## src/rtl/rr_priority_arbiter.sv

```systemverilog
// -----------------------------------------------------------------------------
// rr_priority_arbiter
//
// Purpose:
//   N-way request arbiter that sits between a bank of requesters and one shared
//   resource. It supports two selection policies, chosen by `mode`:
//     - Fixed priority: the highest-index requester wins.
//     - Round-robin: the search runs downward from the most recently accepted
//       index and wraps around modulo N.
//   The grant is registered and offered with a valid/ready handshake. Once
//   presented, it stays frozen until the consumer accepts it.
//
// Parameters:
//   N      number of requesters (2..64)
//   IDX_W  width of grant_idx, derived from N
//
// Ports:
//   clk           rising-edge clock
//   rst           asynchronous, active-high reset
//   req    [N]    request vector, bit i = requester i wants the resource
//   mode          0 = fixed priority, 1 = round-robin
//   ready         consumer accepts the presented grant this cycle
//   grant_valid   a grant is presented
//   grant_idx     binary index of the granted requester
//   grant_onehot  one-hot form of grant_idx, all-zero when grant_valid = 0
//
// All outputs come straight from flops. There is no combinational path from
// req, mode or ready to any output.
// -----------------------------------------------------------------------------
module rr_priority_arbiter #(
    parameter int N     = 8,
    parameter int IDX_W = $clog2(N)
) (
    input  logic             clk,
    input  logic             rst,
    input  logic [N-1:0]     req,
    input  logic             mode,
    input  logic             ready,
    output logic             grant_valid,
    output logic [IDX_W-1:0] grant_idx,
    output logic [N-1:0]     grant_onehot
);

    typedef enum logic {
        IDLE = 1'b0,
        HOLD = 1'b1
    } state_t;

    state_t           state_reg;
    logic             valid_reg;
    logic [IDX_W-1:0] idx_reg;
    logic [N-1:0]     onehot_reg;
    logic [IDX_W-1:0] last_idx_reg;

    // -------------------------------------------------------------------------
    // Handshake decode
    // -------------------------------------------------------------------------
    logic accept;
    logic select_event;

    assign accept       = (state_reg == HOLD) && ready;
    // A new grant is computed whenever nothing is presented, or when the
    // presented grant is being accepted. A HOLD state with ready low freezes
    // everything.
    assign select_event = (state_reg == IDLE) || ready;

    // On an accept edge, the freshly accepted index already acts as the
    // round-robin pointer. This is what allows back-to-back grants.
    logic [IDX_W-1:0] ptr;
    assign ptr = accept ? idx_reg : last_idx_reg;

    // -------------------------------------------------------------------------
    // Round-robin split
    //
    // The search order is ptr-1 down to 0, then N-1 down to ptr. That order is
    // the same as:
    //   - the highest set bit among indices strictly below ptr, if there is one,
    //   - otherwise the highest set bit overall.
    // Fixed mode forces the "below" group to empty. This makes fixed mode the
    // same as round-robin with ptr = 0.
    // -------------------------------------------------------------------------
    logic [N-1:0] below_mask;
    logic [N-1:0] masked_req;

    generate
        for (genvar gi = 0; gi < N; gi++) begin : g_below
            assign below_mask[gi] = (IDX_W'(gi) < ptr);
        end
    endgenerate

    assign masked_req = req & below_mask & {N{mode}};

    // -------------------------------------------------------------------------
    // Two highest-set-bit pickers, built as downward OR chains.
    // above_x[gi] is set when vector x has any set bit at an index above gi.
    // -------------------------------------------------------------------------
    logic [N-1:0] above_masked;
    logic [N-1:0] above_full;
    logic [N-1:0] win_masked;
    logic [N-1:0] win_full;

    generate
        for (genvar gi = 0; gi < N; gi++) begin : g_pick
            if (gi == N - 1) begin : g_top
                assign above_masked[gi] = 1'b0;
                assign above_full[gi]   = 1'b0;
            end else begin : g_chain
                assign above_masked[gi] = above_masked[gi+1] | masked_req[gi+1];
                assign above_full[gi]   = above_full[gi+1]   | req[gi+1];
            end
            assign win_masked[gi] = masked_req[gi] & ~above_masked[gi];
            assign win_full[gi]   = req[gi]        & ~above_full[gi];
        end
    endgenerate

    logic         any_req;
    logic [N-1:0] win_onehot;

    assign any_req    = |req;
    assign win_onehot = (|masked_req) ? win_masked : win_full;

    // One-hot to binary conversion. The input has at most one bit set, so
    // OR-ing the matching indices gives the encoded index.
    logic [IDX_W-1:0] win_idx;

    always_comb begin
        win_idx = '0;
        for (int i = 0; i < N; i++) begin
            win_idx = win_idx | (win_onehot[i] ? IDX_W'(i) : '0);
        end
    end

    // -------------------------------------------------------------------------
    // FSM with registered outputs
    // -------------------------------------------------------------------------
    always_ff @(posedge clk or posedge rst) begin
        if (rst) begin
            state_reg    <= IDLE;
            valid_reg    <= 1'b0;
            idx_reg      <= '0;
            onehot_reg   <= '0;
            last_idx_reg <= '0;
        end else begin
            // The pointer update happens in the same edge as the next
            // selection. That selection already uses the new value via ptr.
            if (accept) begin
                last_idx_reg <= idx_reg;
            end

            case (state_reg)
                IDLE, HOLD: begin
                    if (select_event) begin
                        if (any_req) begin
                            state_reg  <= HOLD;
                            valid_reg  <= 1'b1;
                            idx_reg    <= win_idx;
                            onehot_reg <= win_onehot;
                        end else begin
                            state_reg  <= IDLE;
                            valid_reg  <= 1'b0;
                            idx_reg    <= '0;
                            onehot_reg <= '0;
                        end
                    end
                end
                default: begin
                    state_reg  <= IDLE;
                    valid_reg  <= 1'b0;
                    idx_reg    <= '0;
                    onehot_reg <= '0;
                end
            endcase
        end
    end

    assign grant_valid  = valid_reg;
    assign grant_idx    = idx_reg;
    assign grant_onehot = onehot_reg;

endmodule

```

## config.mk

```make
export PLATFORM = sky130hd
export DESIGN_NAME = rr_priority_arbiter
export DESIGN_NICKNAME = d
export VERILOG_FILES = /design/src/rtl/rr_priority_arbiter.sv
export SDC_FILE = /design/constraint.sdc
export NUM_CORES = 1
export LEC_CHECK = 0
export ABC_AREA = 1
export CAP_MARGIN = 0
export CORE_ASPECT_RATIO = 2
export CORE_MARGIN = 4
export CORE_UTILIZATION = 35
export DETAILED_ROUTE_END_ITERATION = 7
export PLACE_DENSITY_LB_ADDON = 0.3
export SLEW_MARGIN = 20
export SYNTH_ARGS = -nofsm -noshare
export SYNTH_HDL_FRONTEND = slang
export SYNTH_SLANG_ARGS = --single-unit
```

## constraint.sdc

```tcl
create_clock -name clk -period 2.24 [get_ports clk]
set_input_delay 0.672 -clock clk [delete_from_list [all_inputs] [get_ports clk]]
set_output_delay 0.672 -clock clk [all_outputs]
set_load 0.005 [all_outputs]
```

# Yosys cells after proc, flatten, opt, wreduce, memory -nomap -nowiden
# Index checks and enable logic that the tools add are counted.
dict set report word_totals {
  register_bits 15
  in_bits 12
  out_inout_bits 12
  word_cells 77
}
dict set report classes {
  order_cmp 8
  muxes 12
  bitwise 49
  reduce_logical 4
}
# operator count
set op_table {}
lappend op_table {{$mux 3} 6}
lappend op_table {{$and 8x8->8} 2}
lappend op_table {{$mux 8} 2}
lappend op_table {{$reduce_or 8->1} 2}
lappend op_table {{$not 1->1} 15}
lappend op_table {{$and 1x1->1} 14}
lappend op_table {{$lt 3x3->1 const A} 4}
lappend op_table {{$or 1x1->1} 12}
lappend op_table {{$or 3x3->3} 3}
lappend op_table {{$lt 1x3->1 const A} 2}
lappend op_table {{$lt 2x3->1 const A} 2}
lappend op_table {{$mux 2} 2}
lappend op_table {{$or 2x3->3} 1}
lappend op_table {{$mux 1} 2}
lappend op_table {{$or 1x2->2} 1}
lappend op_table {{$or 2x2->2} 1}
lappend op_table {{$logic_and 1x1->1} 1}
lappend op_table {{$logic_or 1x1->1} 1}

# Depth between registers and ports, before layout
dict set report logic_depth {
  depth_word 22
  depth_mapped 13
  ltp_nobuf 13
}

# Least setup slack after synthesis
# OpenSTA, ideal clock, no wires.
dict set report synth_path {
  kind {in2reg}
  startpoint {input port ready}
  endpoint {register idx_reg[0], in the netlist grant_idx[0]}
  setup_time_ps 66
  arrival_time_ps 1625
  required_ps 2174
  setup_slack_ps 549
  stages 11
  n_path_buf 0
  path_cell_list {nand2_2 > nand2_1 > nand2_4 > nand3_1 > nand2_2 > nand2_2 > nor2_4 > nand2_4 > o21ai_2 > nand2_2 > nand3_2}
}
dict set report synth_via {
  elab_chain_len 21
  word_cells_on_any_way 37
  cone_classes {order compare: 8; mux: 7; bitwise: 19; reduce/logical: 3}
}
# item line_no
set synth_rtl {}
lappend synth_rtl {{from (decl)} 38} ;# input logic ready,
lappend synth_rtl {{$logic_and 1x1->1} 61} ;# assign accept = (state_reg == HOLD) && ready;
lappend synth_rtl {{$mux 3} 70} ;# assign ptr = accept ? idx_reg : last_idx_reg;
lappend synth_rtl {{$lt 3x3->1} 87} ;# assign below_mask[gi] = (IDX_W'(gi) < ptr);
lappend synth_rtl {{$and 8x8->8 (2 in series)} 91} ;# assign masked_req = req & below_mask & {N{mode}};
lappend synth_rtl {{$or 1x1->1 (5 in series)} 108} ;# assign above_masked[gi] = above_masked[gi+1] | masked_req[gi+1];
lappend synth_rtl {{$not 1->1} 111} ;# assign win_masked[gi] = masked_req[gi] & ~above_masked[gi];
lappend synth_rtl {{$and 1x1->1} 111}
lappend synth_rtl {{$mux 8} 120} ;# assign win_onehot = (|masked_req) ? win_masked : win_full;
lappend synth_rtl {{$mux 1} 129} ;# win_idx = win_idx | (win_onehot[i] ? IDX_W'(i) : '0);
lappend synth_rtl {{$or 1x2->2} 129}
lappend synth_rtl {{$or 2x2->2} 129}
lappend synth_rtl {{$or 2x3->3} 129}
lappend synth_rtl {{$or 3x3->3 (3 in series)} 129}
lappend synth_rtl {{$mux 3} 153} ;# if (any_req) begin
lappend synth_rtl {{to (signal assigned)} 156} ;# idx_reg <= win_idx;
lappend synth_rtl {{to (decl)} 51} ;# logic [IDX_W-1:0] idx_reg;
# Parallel ways exist; a longest one is shown, timed or not.
# A chain may end at the register's enable or synchronous reset.

# Worst setup path after layout
dict set report layout_path {
  startpoint {input port mode}
  endpoint {register idx_reg[2], in the netlist grant_idx[2]}
}
dict set report layout_via {
  elab_chain_len 12
  word_cells_on_any_way 20
  cone_classes {mux: 6; bitwise: 13; reduce/logical: 1}
}
# item line_no
set layout_rtl {}
lappend layout_rtl {{from (decl)} 37} ;# input logic mode,
lappend layout_rtl {{$and 8x8->8 (*)} 91}
lappend layout_rtl {{$or 1x1->1 (2 in series)} 108}
lappend layout_rtl {{$not 1->1} 111}
lappend layout_rtl {{$and 1x1->1} 111}
lappend layout_rtl {{$mux 8 (*)} 120}
lappend layout_rtl {{$mux 3} 129}
lappend layout_rtl {{$or 2x3->3} 129}
lappend layout_rtl {{$or 3x3->3 (2 in series)} 129}
lappend layout_rtl {{$or 3x3->3 (*)} 129}
lappend layout_rtl {{$mux 3 (*)} 153}
# Every way passes the cells marked *; elsewhere a longest branch is shown, timed or not.

==> flow_summary.ini <==
[clocking]
path_clk_slew_ps = 60
cts_sinks = 15
clk_latency_ps = 250
cts_buffers = 3
clk_path_buf_depth = 2
hold_buffers = 0
cts_tree = built
cts_htree_levels = 1
cts_root_buf = clkbuf_8

[worst_setup_path]
arrival_ps = 2120
critical-path-slowest-cell = clkdlybuf4s50_1
start_kind = input pin
required_ps = 2380
cp_slowest_stage_delay_ps = 520
critical_path.most_common_cell = nand2_1
critPathBufInv = 3
worstPathMaxFanout = 4
crit_chain = clkdlybuf4s50_1 -> inv_1 -> nor2_4 -> nand3_2 -> inv_2 -> nor2_4 -> nand3_1 -> nand2_1 -> nand2_1 -> nand2_1 -> nor2_1 -> nand2_1
ff2ff_setup_slack_ps = 570
critical_path.top_delay_family = simple AND/OR/NAND/NOR gates
crit_type = input pin to register
cp-end-kind = register

[synthesis]
ys_types = 22
yosysWarningCount = 0
yosys-top-cells-area = dfrtp_1 37%, nand2_1 15%, inv_1 8.1%
avgSynthCellArea_um2 = 7.250
syn_inst = 141
ys_ff_latch = 15
yosysTopAreaCellShare_pct = 36.72
syn_area_um2 = 1022
seq_area_frac_synth_pct = 36.72
synth_nets = 153
synth_area_leader_cell = dfrtp_1

[worst_hold_path]
hp-class = register to register

[drt]
drc = 0
ant_nets = 0
vias_per_cell = 4.833
drtPass1Iterations = 4
wl_mm = 2.384
drt_iter0_drc = 20
wl_per_cell_um = 11.69
vias = 986

[pwr]
ir_drop_v = 0.0002354
leakage_nw = 0.7613
power.density_nw_per_um2 = 793.2
p_total_w = 0.001105

[finish]
utilization_pct = 50.27
antenna_cells = 0
drive_above_1_share_pct = 24.57
largest_reg_flops = 8
nFillCells = 284
stdcell_area_um2 = 1393
fin_nets = 188
synthToLayoutAreaGrowth_pct = 36.23

[floorplan]
rows = 27
die_h_um = 84.43
ios = 24
die_w_um = 46.22
core_um2 = 2770
start_util_pct = 36.90
die_area_um2 = 3902

[grt]
grt_overflow_total = 0
grt_pass1_wl_mm = 4.064
grt_max_degree = 16
grt_usage_pct = 14.07
antenna_found_initial = 0
grt_pass1_vias = 999

[timing]
worstMarginPinSlew_ps = 558.2
final-hold-violation-count = 0
layout_setup_ws_ps = 255.5
fin_crit_ps = 1985
fmax_ghz = 0.5039
post-route-period-util_pct = 88.60
setup_viol = 0
rsz0062_at_grt = false
slew_headroom_pct = 62.75
slew_violations = 0
fin_worst_skew_ps = 2.098
worst_hold_slack_ps = 477.0

[outcome]
status = complete, no violations

[place]
dpl.hpwl_mm = 2.050
routabilityCongestion = 0.9274
dp_slack_ps = -221.0
placed_area_um2 = 1345
io_buffers = 23

[job]
maxCapViolCount = 0
-- cell families (layout without fill, tap and decap cells) --
family	count (synthesis)	count (layout)	share of synthesized area [%]
AND/OR/NAND/NOR	91	91	47.25
AO/OA/AOI/OAI	10	10	6.855
flip-flops	15	15	36.72
buffers and inverters	25	59	9.180
-- cell usage in the layout (no fill, tap or decap), types with 2 or more instances in the layout --
cell type	instances
nand2_1	41
a21oi_1	2
inv_2	2
nand4_1	2
clkdlybuf4s50_1	22
nor2_4	3
dfrtp_1	15
nand3_2	5
nor2_1	11
nand3_1	10
clkbuf_8	3
inv_1	22
nand2_4	4
buf_4	8
nand2_2	10
nor2_2	3
o21ai_2	3
-- routing by layer --
layer | vias to the layer above | GRT usage, % | share of wire (%)
li1 | 500 | - | -
met5 | - | 0 | 0
met3 | 9 | 1.502 | 3.6
met2 | 22 | 25.88 | 56
met1 | 455 | 12.47 | 35
met4 | 0 | 10.36 | 5.2
-- metrics by stage --
step / cells / setup TNS (ps)
after floorplan: 141 / 0
after global placement: 200 / -1040
after detailed placement: 200 / -1417
after CTS: 204 / 0
after global routing: 204 / 0
final: 204 / 0
-- report_power, final --
| group | internal [W] | switching, W | total, W |
|---|---|---|---|
| clock network | 0.000126 | 0.0000901 | 0.000216 |
| registers | 0.000341 | 0.0000413 | 0.000382 |
| logic | 0.000231 | 0.000275 | 0.000506 |
| total | 0.000698 | 0.000407 | 0.00110 |
-- repair_timing --
item | 4_1_cts | 5_1_grt
buffers inserted | 0 | 0
setup endpoints to repair | 0 | 8
gates resized for setup | 0 | 1
-- Yosys cell counts (all sizes together) --
master	instances
o21ai	5
o31ai	1
nand3	15
a21o	1
a21oi	3
nor3	2
dfrtp	15
nor2	17
nand4	2
inv	24
clkbuf	1
nand2	55
-- worst paths after layout --
check,end,depth (start not counted),from
worst max-delay path,grant_idx[2],12,mode
worst min-delay path,grant_onehot[7],1,grant_onehot[7]
worst max register to register,grant_idx[2],13,grant_valid
worst min register to register,grant_onehot[7],1,grant_onehot[7]
max in group asynchronous,grant_onehot[5],2,rst
min in group asynchronous,last_idx_reg[2],2,rst
-- layout make-up --
type	count	area [um2]	area share, %
clock buffer	4	45.04	3.234
timing repair buffer	31	292.8	21.02
multi-input combinational	101	553.0	39.71
tap	29	36.28	2.606
inverter	24	90.09	6.469
sequential	15	375.4	26.95
Note: power is estimated with default switching activity, not from simulation.
